$ cat src/rtl/max_pool_stage_pkg.sv
// Shared definitions for the max-pool stage and its neighbours on the result memory.
// The pixel typedef is the 4.16 layout that the convolution stage also uses.
package max_pool_stage_pkg;

  localparam int IMG_W_DEF  = 64;
  localparam int DATA_W_DEF = 20;
  localparam int ADDR_W_DEF = 12;

  localparam logic [2:0] CSEL_NONE = 3'b000;
  localparam logic [2:0] CSEL_L0   = 3'b001;
  localparam logic [2:0] CSEL_L1   = 3'b011;

  // signed 4.16 fixed point
  typedef logic signed [DATA_W_DEF-1:0] pixel_t;

  typedef enum logic [2:0] {
    ST_IDLE,
    ST_READ,
    ST_LAST,
    ST_WRITE,
    ST_DONE
  } state_t;

endpackage

$ cat src/rtl/max_pool_stage_pool_addr_gen.sv
// Row/column/window counters for the 2x2 pool walk.
// Addresses are produced from the next counter values so the top can register them.
module pool_addr_gen #(
  parameter int IMG_W  = 64,
  parameter int ADDR_W = 12
) (
  input  logic              clk,
  input  logic              reset,
  input  logic              clr,
  input  logic              k_adv,
  input  logic              pix_adv,
  output logic [1:0]        k_cur,
  output logic              k_last,
  output logic              pix_last,
  output logic [ADDR_W-1:0] rd_addr_nxt,
  output logic [ADDR_W-1:0] wr_addr_nxt
);

  localparam int CW = $clog2(IMG_W / 2);

  logic [CW-1:0] r_q, r_d;
  logic [CW-1:0] c_q, c_d;
  logic [1:0]    k_q, k_d;

  always_comb begin
    r_d = r_q;
    c_d = c_q;
    k_d = k_q;
    if (clr) begin
      r_d = '0;
      c_d = '0;
      k_d = '0;
    end else begin
      if (k_adv) k_d = k_q + 2'd1;
      if (pix_adv) begin
        c_d = c_q + CW'(1);
        if (c_q == '1) r_d = r_q + CW'(1);
      end
    end
  end

  always_ff @(posedge clk or posedge reset) begin
    if (reset) begin
      r_q <= '0;
      c_q <= '0;
      k_q <= '0;
    end else begin
      r_q <= r_d;
      c_q <= c_d;
      k_q <= k_d;
    end
  end

  // Power-of-two width makes the window address a plain bit concatenation.
  assign rd_addr_nxt = ADDR_W'({r_d, k_d[1], c_d, k_d[0]});
  assign wr_addr_nxt = ADDR_W'({r_d, c_d});
  assign k_cur       = k_q;
  assign k_last      = (k_q == 2'd3);
  assign pix_last    = (r_q == '1) && (c_q == '1);

endmodule

$ cat src/rtl/max_pool_stage.sv
// 2x2 stride-2 max-pool over the layer-0 map, writing the result to layer 1.
// Outputs are registered from the next-state decode so they line up with the state.
module max_pool_stage
  import max_pool_stage_pkg::*;
#(
  parameter int IMG_W  = IMG_W_DEF,
  parameter int DATA_W = DATA_W_DEF,
  parameter int ADDR_W = ADDR_W_DEF
) (
  input  logic              clk,
  input  logic              reset,
  input  logic              start,
  output logic              busy,
  output logic              done,
  output logic              crd,
  output logic [ADDR_W-1:0] caddr_rd,
  input  logic [DATA_W-1:0] cdata_rd,
  output logic              cwr,
  output logic [ADDR_W-1:0] caddr_wr,
  output logic [DATA_W-1:0] cdata_wr,
  output logic [2:0]        csel
);

  state_t state_q, state_d;

  logic [DATA_W-1:0] m_q, m_d;
  logic [1:0]        k_cur;
  logic              k_last, pix_last;
  logic [ADDR_W-1:0] rd_addr_nxt, wr_addr_nxt;
  logic              ag_clr, ag_k_adv, ag_pix_adv;

  logic              busy_d, busy_q;
  logic              done_d, done_q;
  logic              crd_d, crd_q;
  logic              cwr_d, cwr_q;
  logic [2:0]        csel_d, csel_q;
  logic [ADDR_W-1:0] caddr_rd_d, caddr_rd_q;
  logic [ADDR_W-1:0] caddr_wr_d, caddr_wr_q;
  logic [DATA_W-1:0] cdata_wr_d, cdata_wr_q;

  assign ag_clr     = (state_q == ST_IDLE) || (state_q == ST_DONE);
  assign ag_k_adv   = (state_q == ST_READ);
  assign ag_pix_adv = (state_q == ST_WRITE);

  pool_addr_gen #(
    .IMG_W  (IMG_W),
    .ADDR_W (ADDR_W)
  ) u_addr_gen (
    .clk         (clk),
    .reset       (reset),
    .clr         (ag_clr),
    .k_adv       (ag_k_adv),
    .pix_adv     (ag_pix_adv),
    .k_cur       (k_cur),
    .k_last      (k_last),
    .pix_last    (pix_last),
    .rd_addr_nxt (rd_addr_nxt),
    .wr_addr_nxt (wr_addr_nxt)
  );

  always_ff @(posedge clk or posedge reset) begin
    if (reset) state_q <= ST_IDLE;
    else       state_q <= state_d;
  end

  always_comb begin
    state_d = state_q;
    unique case (state_q)
      ST_IDLE:  if (start) state_d = ST_READ;
      ST_READ:  if (k_last) state_d = ST_LAST;
      ST_LAST:  state_d = ST_WRITE;
      ST_WRITE: state_d = pix_last ? ST_DONE : ST_READ;
      ST_DONE:  state_d = ST_IDLE;
      default:  state_d = ST_IDLE;
    endcase
  end

  // Read data lags its request by one cycle: sample k-1 arrives while k is issued.
  always_comb begin
    m_d = m_q;
    if (state_q == ST_READ && k_cur == 2'd1) begin
      m_d = cdata_rd;
    end else if ((state_q == ST_READ && k_cur != 2'd0) || state_q == ST_LAST) begin
      if ($signed(cdata_rd) > $signed(m_q)) m_d = cdata_rd;
    end
  end

  always_comb begin
    busy_d     = 1'b0;
    done_d     = 1'b0;
    crd_d      = 1'b0;
    cwr_d      = 1'b0;
    csel_d     = CSEL_NONE;
    caddr_rd_d = '0;
    caddr_wr_d = '0;
    cdata_wr_d = '0;
    case (state_d)
      ST_READ: begin
        busy_d     = 1'b1;
        crd_d      = 1'b1;
        csel_d     = CSEL_L0;
        caddr_rd_d = rd_addr_nxt;
      end
      ST_LAST: begin
        busy_d = 1'b1;
        csel_d = CSEL_L0;
      end
      ST_WRITE: begin
        busy_d     = 1'b1;
        cwr_d      = 1'b1;
        csel_d     = CSEL_L1;
        caddr_wr_d = wr_addr_nxt;
        cdata_wr_d = m_d;
      end
      ST_DONE: done_d = 1'b1;
      default: ;
    endcase
  end

  always_ff @(posedge clk or posedge reset) begin
    if (reset) begin
      m_q        <= '0;
      busy_q     <= 1'b0;
      done_q     <= 1'b0;
      crd_q      <= 1'b0;
      cwr_q      <= 1'b0;
      csel_q     <= CSEL_NONE;
      caddr_rd_q <= '0;
      caddr_wr_q <= '0;
      cdata_wr_q <= '0;
    end else begin
      m_q        <= m_d;
      busy_q     <= busy_d;
      done_q     <= done_d;
      crd_q      <= crd_d;
      cwr_q      <= cwr_d;
      csel_q     <= csel_d;
      caddr_rd_q <= caddr_rd_d;
      caddr_wr_q <= caddr_wr_d;
      cdata_wr_q <= cdata_wr_d;
    end
  end

  assign busy     = busy_q;
  assign done     = done_q;
  assign crd      = crd_q;
  assign cwr      = cwr_q;
  assign csel     = csel_q;
  assign caddr_rd = caddr_rd_q;
  assign caddr_wr = caddr_wr_q;
  assign cdata_wr = cdata_wr_q;

endmodule

$ cat config.mk
export PLATFORM = sky130hd
export DESIGN_NAME = max_pool_stage
export DESIGN_NICKNAME = d
export VERILOG_FILES = /design/src/rtl/max_pool_stage_pkg.sv /design/src/rtl/max_pool_stage_pool_addr_gen.sv /design/src/rtl/max_pool_stage.sv
export SDC_FILE = /design/constraint.sdc
export NUM_CORES = 1
export LEC_CHECK = 0
export ABC_AREA = 1
export CAP_MARGIN = 20
export CORE_AREA = 2 2 101 103
export CTS_CLUSTER_SIZE = 16
export DETAILED_ROUTE_END_ITERATION = 8
export DIE_AREA = 0 0 103 105
export GPL_TIMING_DRIVEN = 0
export PLACE_DENSITY = 0.65
export SLEW_MARGIN = 40
export SYNTH_ARGS = -nofsm -noshare
export SYNTH_HDL_FRONTEND = slang
export SYNTH_HIERARCHICAL = 1
export SYNTH_SLANG_ARGS = --single-unit
$ cat constraint.sdc
create_clock -name clk -period 2.8 [get_ports clk]
set_input_delay 0.28 -clock clk [delete_from_list [all_inputs] [get_ports clk]]
set_output_delay 0.28 -clock clk [all_outputs]
set_load 0.1 [all_outputs]
== Word-level counts from Yosys, hierarchy flattened ==
Index checks and enable logic that the tools add are counted.
Storage, ports and cells
  RAM bits: 0
  ROM bits: 0
  bits in latches: 0
  memories kept: 0
  register bits after elaboration: 86
  output and inout bits: 51
  logic and storage cells: 60
Operators by class
  mux-type cells: 22
  divide/modulo/power cells: 0
  multipliers: 0
  $lt $le $gt $ge: 1
  equality and inequality tests: 12
  bitwise gates (word level): 0
  shifts and indexed selects: 0
  add/subtract/negate cells: 3
  reduce and logical (&&, ||, !) cells: 9
Operators by type and width (count)
  two-way mux 20 bit: 4
  two-way mux 5 bit: 5
  > comparator 20 bit: 1
  == test 3 x 2 -> 1 bit (second input constant): 4
  two-way mux 12 bit: 1
  case mux 3 bit (4 select lines): 1
  adder 5 x 1 -> 5 bit (second input constant): 2
  == test 5 bit (second input constant): 2
  two-way mux 10 bit: 1
  two-way mux 3 bit: 3
  == test 3 x 1 -> 1 bit (second input constant): 2
  == test 3 bit (second input constant): 2
  two-way mux 1 bit: 4
  two-way mux 2 bit: 2
  case mux 2 bit (2 select lines): 1
  logical AND 1 bit: 3
  logical NOT 3 bit: 1
  OR reduction 3 bit: 1
  adder 2 x 1 -> 2 bit (second input constant): 1
  == test 2 x 1 -> 1 bit (second input constant): 1
  == test 2 bit (second input constant): 1
  logical OR 1 bit: 2
  nonzero test 2 bit: 1
  OR reduction 2 bit: 1

== Logic depth before layout (Yosys ltp) ==
  depth in word-level cells: 7
  depth in mapped cells: 17
  depth with buffers taken out: 16

== Hierarchy ==
Netlist, hierarchy kept.
By module, submodules not included
  max_pool_stage: cells an instance 385, area an instance 3258.1 sq um, instances 1
  pool_addr_gen: cells an instance 88, area an instance 744.5 sq um, instances 1

== Least setup slack after synthesis ==
Ideal clock, no wire load.
  path kind: register to register
  start point: reg u_addr_gen.c_q[0]
  end point: reg caddr_rd_q[10], in the netlist caddr_rd[10]
  cell stages (with the launch flop): 12
  clock period less this slack: 1.903 ns
  path buffers: 1
  slack: 0.897 ns
  data required time: 2.728 ns
  arrival time: 1.831 ns
  cells stage by stage: dfrtp_1 -> ha_1 -> and3_1 -> ha_1 -> nand2_1 -> inv_1 -> inv_1 -> o21ai_0 -> a31oi_1 -> nand2_1 -> buf_2 -> nor2_1
Between the ends
  cells in the longest elaborated chain, start to end: 6
RTL lines
  start: declaration: RTL line max_pool_stage_pool_addr_gen.sv:22  | logic [CW-1:0] c_q, c_d;
  start signal: assignment: RTL line max_pool_stage_pool_addr_gen.sv:45  | c_q <= '0;
  start signal: assignment: RTL line max_pool_stage_pool_addr_gen.sv:49  | c_q <= c_d;
  == test 5 bit: RTL line max_pool_stage_pool_addr_gen.sv:59  | assign pix_last = (r_q == '1) && (c_q == '1);
  logical AND 1 bit: RTL line max_pool_stage_pool_addr_gen.sv:59
  net pix_last: RTL line max_pool_stage.sv:28  | logic k_last, pix_last;
  two-way mux 3 bit: RTL line max_pool_stage.sv:72  | ST_WRITE: state_d = pix_last ? ST_DONE : ST_READ;
  case mux 3 bit (4 select lines): RTL line max_pool_stage.sv:68  | unique case (state_q)
  net state_d[0]: RTL line max_pool_stage.sv:24  | state_t state_q, state_d;
  == test 3 x 1 -> 1 bit: RTL line max_pool_stage.sv:97  | case (state_d)
  two-way mux 12 bit: RTL line max_pool_stage.sv:97
  net caddr_rd_d[10]: RTL line max_pool_stage.sv:37  | logic [ADDR_W-1:0] caddr_rd_d, caddr_rd_q;
  end signal: assignment: RTL line max_pool_stage.sv:138  | caddr_rd_q <= caddr_rd_d;
  end: declaration: RTL line max_pool_stage.sv:37
The timed path passes the listed nets, and every way through them passes these cells.

== Worst setup path in the final report ==
  start point: reg u_addr_gen.c_q[0]
  end point: reg caddr_rd_q[6], in the netlist caddr_rd[6]
The elaborated chain is that of the path after synthesis.

==> impl_metrics.csv <==
group,metric,value,unit
timing,hold_viol,0,
setup_path,critical_path.max_stage_delay,0.43,ns
setup_path,crit_family,"simple AND/OR/NAND/NOR gates",
final_layout,final_cell_mix,"108 x inv_1, 86 x nand2_1, 84 x dfrtp_1",
floorplan,core-area,0.00964,sq mm
setup_path,path_cells,"ha_1 -> and3_1 -> ha_1 -> nand2_1 -> inv_1 -> inv_1 -> o21ai_0 -> a31oi_1 -> nand2_1 -> buf_2 -> nor2_1",
hold_path,hold_path.class,"in2async",
final_layout,drive_above_1_share,18.1,%
timing,rsz0062_at_grt,"false",
cts,cts_sinks,84,
timing,hold_slack,0.241,ns
detailed_routing,wire_per_inst,11.2,um
power_and_ir_drop,power_density,631,mW/mm^2
final_layout,final_common_cell,"inv_1",
setup_path,r2r_cells,11,
detailed_routing,drc,0,
setup_path,r2r_end,"caddr_rd[6]",
cts,clockRootBuffer,"clkbuf_8",
timing,fmaxAchievable,0.416,GHz
setup_path,arrival,2.68,ns
floorplan,rows,36,
placement,gp_congestion,0.784,
global_route,grt_antenna_before_repair,0,
final_layout,area_growth,22.8,%
floorplan,die_area,0.0108,sq mm
setup_path,start_kind,"register",
timing,tightest_slew,0.529,ns
global_route,grt_pass1_wl,13400,um
floorplan,top_level_ports,74,
floorplan,start_util,41.5,%
detailed_routing,drt-total-wl,7800,um
timing,setup_ws,0.397,ns
detailed_routing,drt_pass1_iterations,4,
cts,tritoncts,"yes",
placement,dp_hpwl,5570,um
yosys,synth_top_area_share,52.5,%
final_layout,seq_area,0.00210,sq mm
placement,portBuffers,72,
setup_path,crit_buf_inv,3,
detailed_routing,vias,2963,
setup_path,worst-path-max-fanout,10,
final_layout,multi_input_area,0.00131,sq mm
yosys,synth-seq-cells,84,
final_layout,final_core_util,51.0,%
timing,period_needed,2.40,ns
detailed_routing,drt_iter0_drc,82,
run_status,status,"complete, no violations",
timing,relSlewSlack,64.7,%
placement,dp.cells,680,
cts,cts_resized,0,
cts,clockBufferDepth,2,
timing,clock_skew,0.00949,ns
global_route,grt_overflow_total,0,
setup_path,cp.required,3.07,ns
setup_path,path_class,"reg2reg",
floorplan,die_width,103,um
run,cap_violations,0,
yosys,yosys_warnings,6,
timing,setup_viol,0,
cts,clk_latency,0.36,ns
cts,htreeDepth,3,
cts,post_cts_buffers,0,
global_route,track_usage,15.9,%
global_route,grt_pass1_vias,2992,
yosys,ys_top_cells_by_area,"dfrtp_1 53%, inv_1 10%, ha_1 8.1%",
timing,maxSlewViolCount,0,
setup_path,reg2reg_from,"u_addr_gen/c_q[0]",
cts,clkTransAtPathRegs,0.09,ns
setup_path,endpoint_kind,"register",
final_layout,nets,607,
yosys,synthCells,473,
timing,final.period_utilization,85.8,%
yosys,yosysTopAreaCell,"dfrtp_1",
yosys,yosysUniqueCellTypes,29,
final_layout,n_antenna_cell,0,
detailed_routing,drtAntennaViolNets,0,
yosys,seq_area_frac_synth,52.5,%
final_layout,fill_cells,945,
power_and_ir_drop,ir_worst_vdd,0.000272,V
cts,cts_hold_repair.buffers,0,
power_and_ir_drop,leakage,2.95,nW
yosys,avgSynthCellArea,8.46,sq um
power_and_ir_drop,total_power,0.00310,W
setup_path,reg2reg_slack,0.40,ns
setup_path,slowest_stage,"dfrtp_1",
floorplan,die_y,105,um
yosys,syn_area,0.00400,sq mm
cts,cts_buffers,9,
placement,post-place-ws,0.323,ns
detailed_routing,viasPerCell,4.26,
setup_path,path_depth,11,
global_route,grt_max_degree,58,
final_layout,final_cells,696,
-- registers in the layout, indices dropped and copies added, names as in the netlist --
signal	count
m_q	20
busy	1
u_addr_gen/k_cur	2
caddr_wr	12
done	1
u_addr_gen/r_q	5
cdata_wr	20
crd	1
csel	2
state_q	3
u_addr_gen/c_q	5
caddr_rd	12
-- worst max-delay path by stage --
stage	slack (ns)	from	endpoint
finish	0.40	u_addr_gen/c_q[0]	caddr_rd[6]
global route	0.24	u_addr_gen/c_q[0]	caddr_rd[6]
CTS	0.37	u_addr_gen/c_q[0]	caddr_rd[6]
detailed placement	0.32	cdata_rd[19]	cdata_wr[16]
global placement	-0.58	reset	cdata_wr[4]
floorplan	0.70	reset	busy
-- cell families (layout without fill, tap and decap cells) --
kind of cell / after synthesis / in the layout / share of synthesized area [%]
compound gates: 23 / 23 / 3.25
xor+xnor: 1 / 1 / 0.219
other cells: 2 / 3 / 0.188
buf+inv: 138 / 227 / 14.8
simple gates: 199 / 199 / 20.9
fa+ha+maj: 26 / 26 / 8.13
flops: 84 / 84 / 52.5
-- per-layer routing --
metal	vias to the layer above	share of wire [%]	global-route usage, %
met5	-	0	0
met4	0	1.3	4.79
met3	7	5.3	4.41
met2	57	50	27.4
met1	1357	43	19.1
li1	1542	-	-
-- where the power goes --
group          switching [W]  leakage [nW]  internal (W)  total [W]
Clock               0.000438         0.117      0.000594    0.00103
Sequential         0.0000357          1.08       0.00134    0.00137
Combinational       0.000430          1.75      0.000268   0.000697
Total               0.000904          2.95       0.00220    0.00310
-- cell type report --
type,count,area share (%)
repair buffers,73,10.1
inverters,113,8.73
flip-flops and latches,84,42.8
plain buffers,25,3.46
clock buffers,10,2.60
clock inverters,6,2.27
multi-input cells,252,26.7
well taps,133,3.39
-- cell usage after synthesis (all sizes together) --
cell type    n
a21o         1
a21oi       10
a22oi        1
a31oi        1
and3         1
buf         20
clkbuf       5
conb         2
dfrtp       84
ha          26
inv        113
nand2       89
nand3       26
nand4        1
nor2        78
nor3         2
o21ai        8
o21bai       2
or2          2
xnor2        1
-- stage by stage --
step	instance area [sq um]	TNS [ns]
after global placement	4890	-41.53
after global routing	4910	0
after floorplan	4010	0
final	4910	0
after CTS	4910	0
after detailed placement	4680	0
No activity file was read; power rests on OpenSTA's default activity.
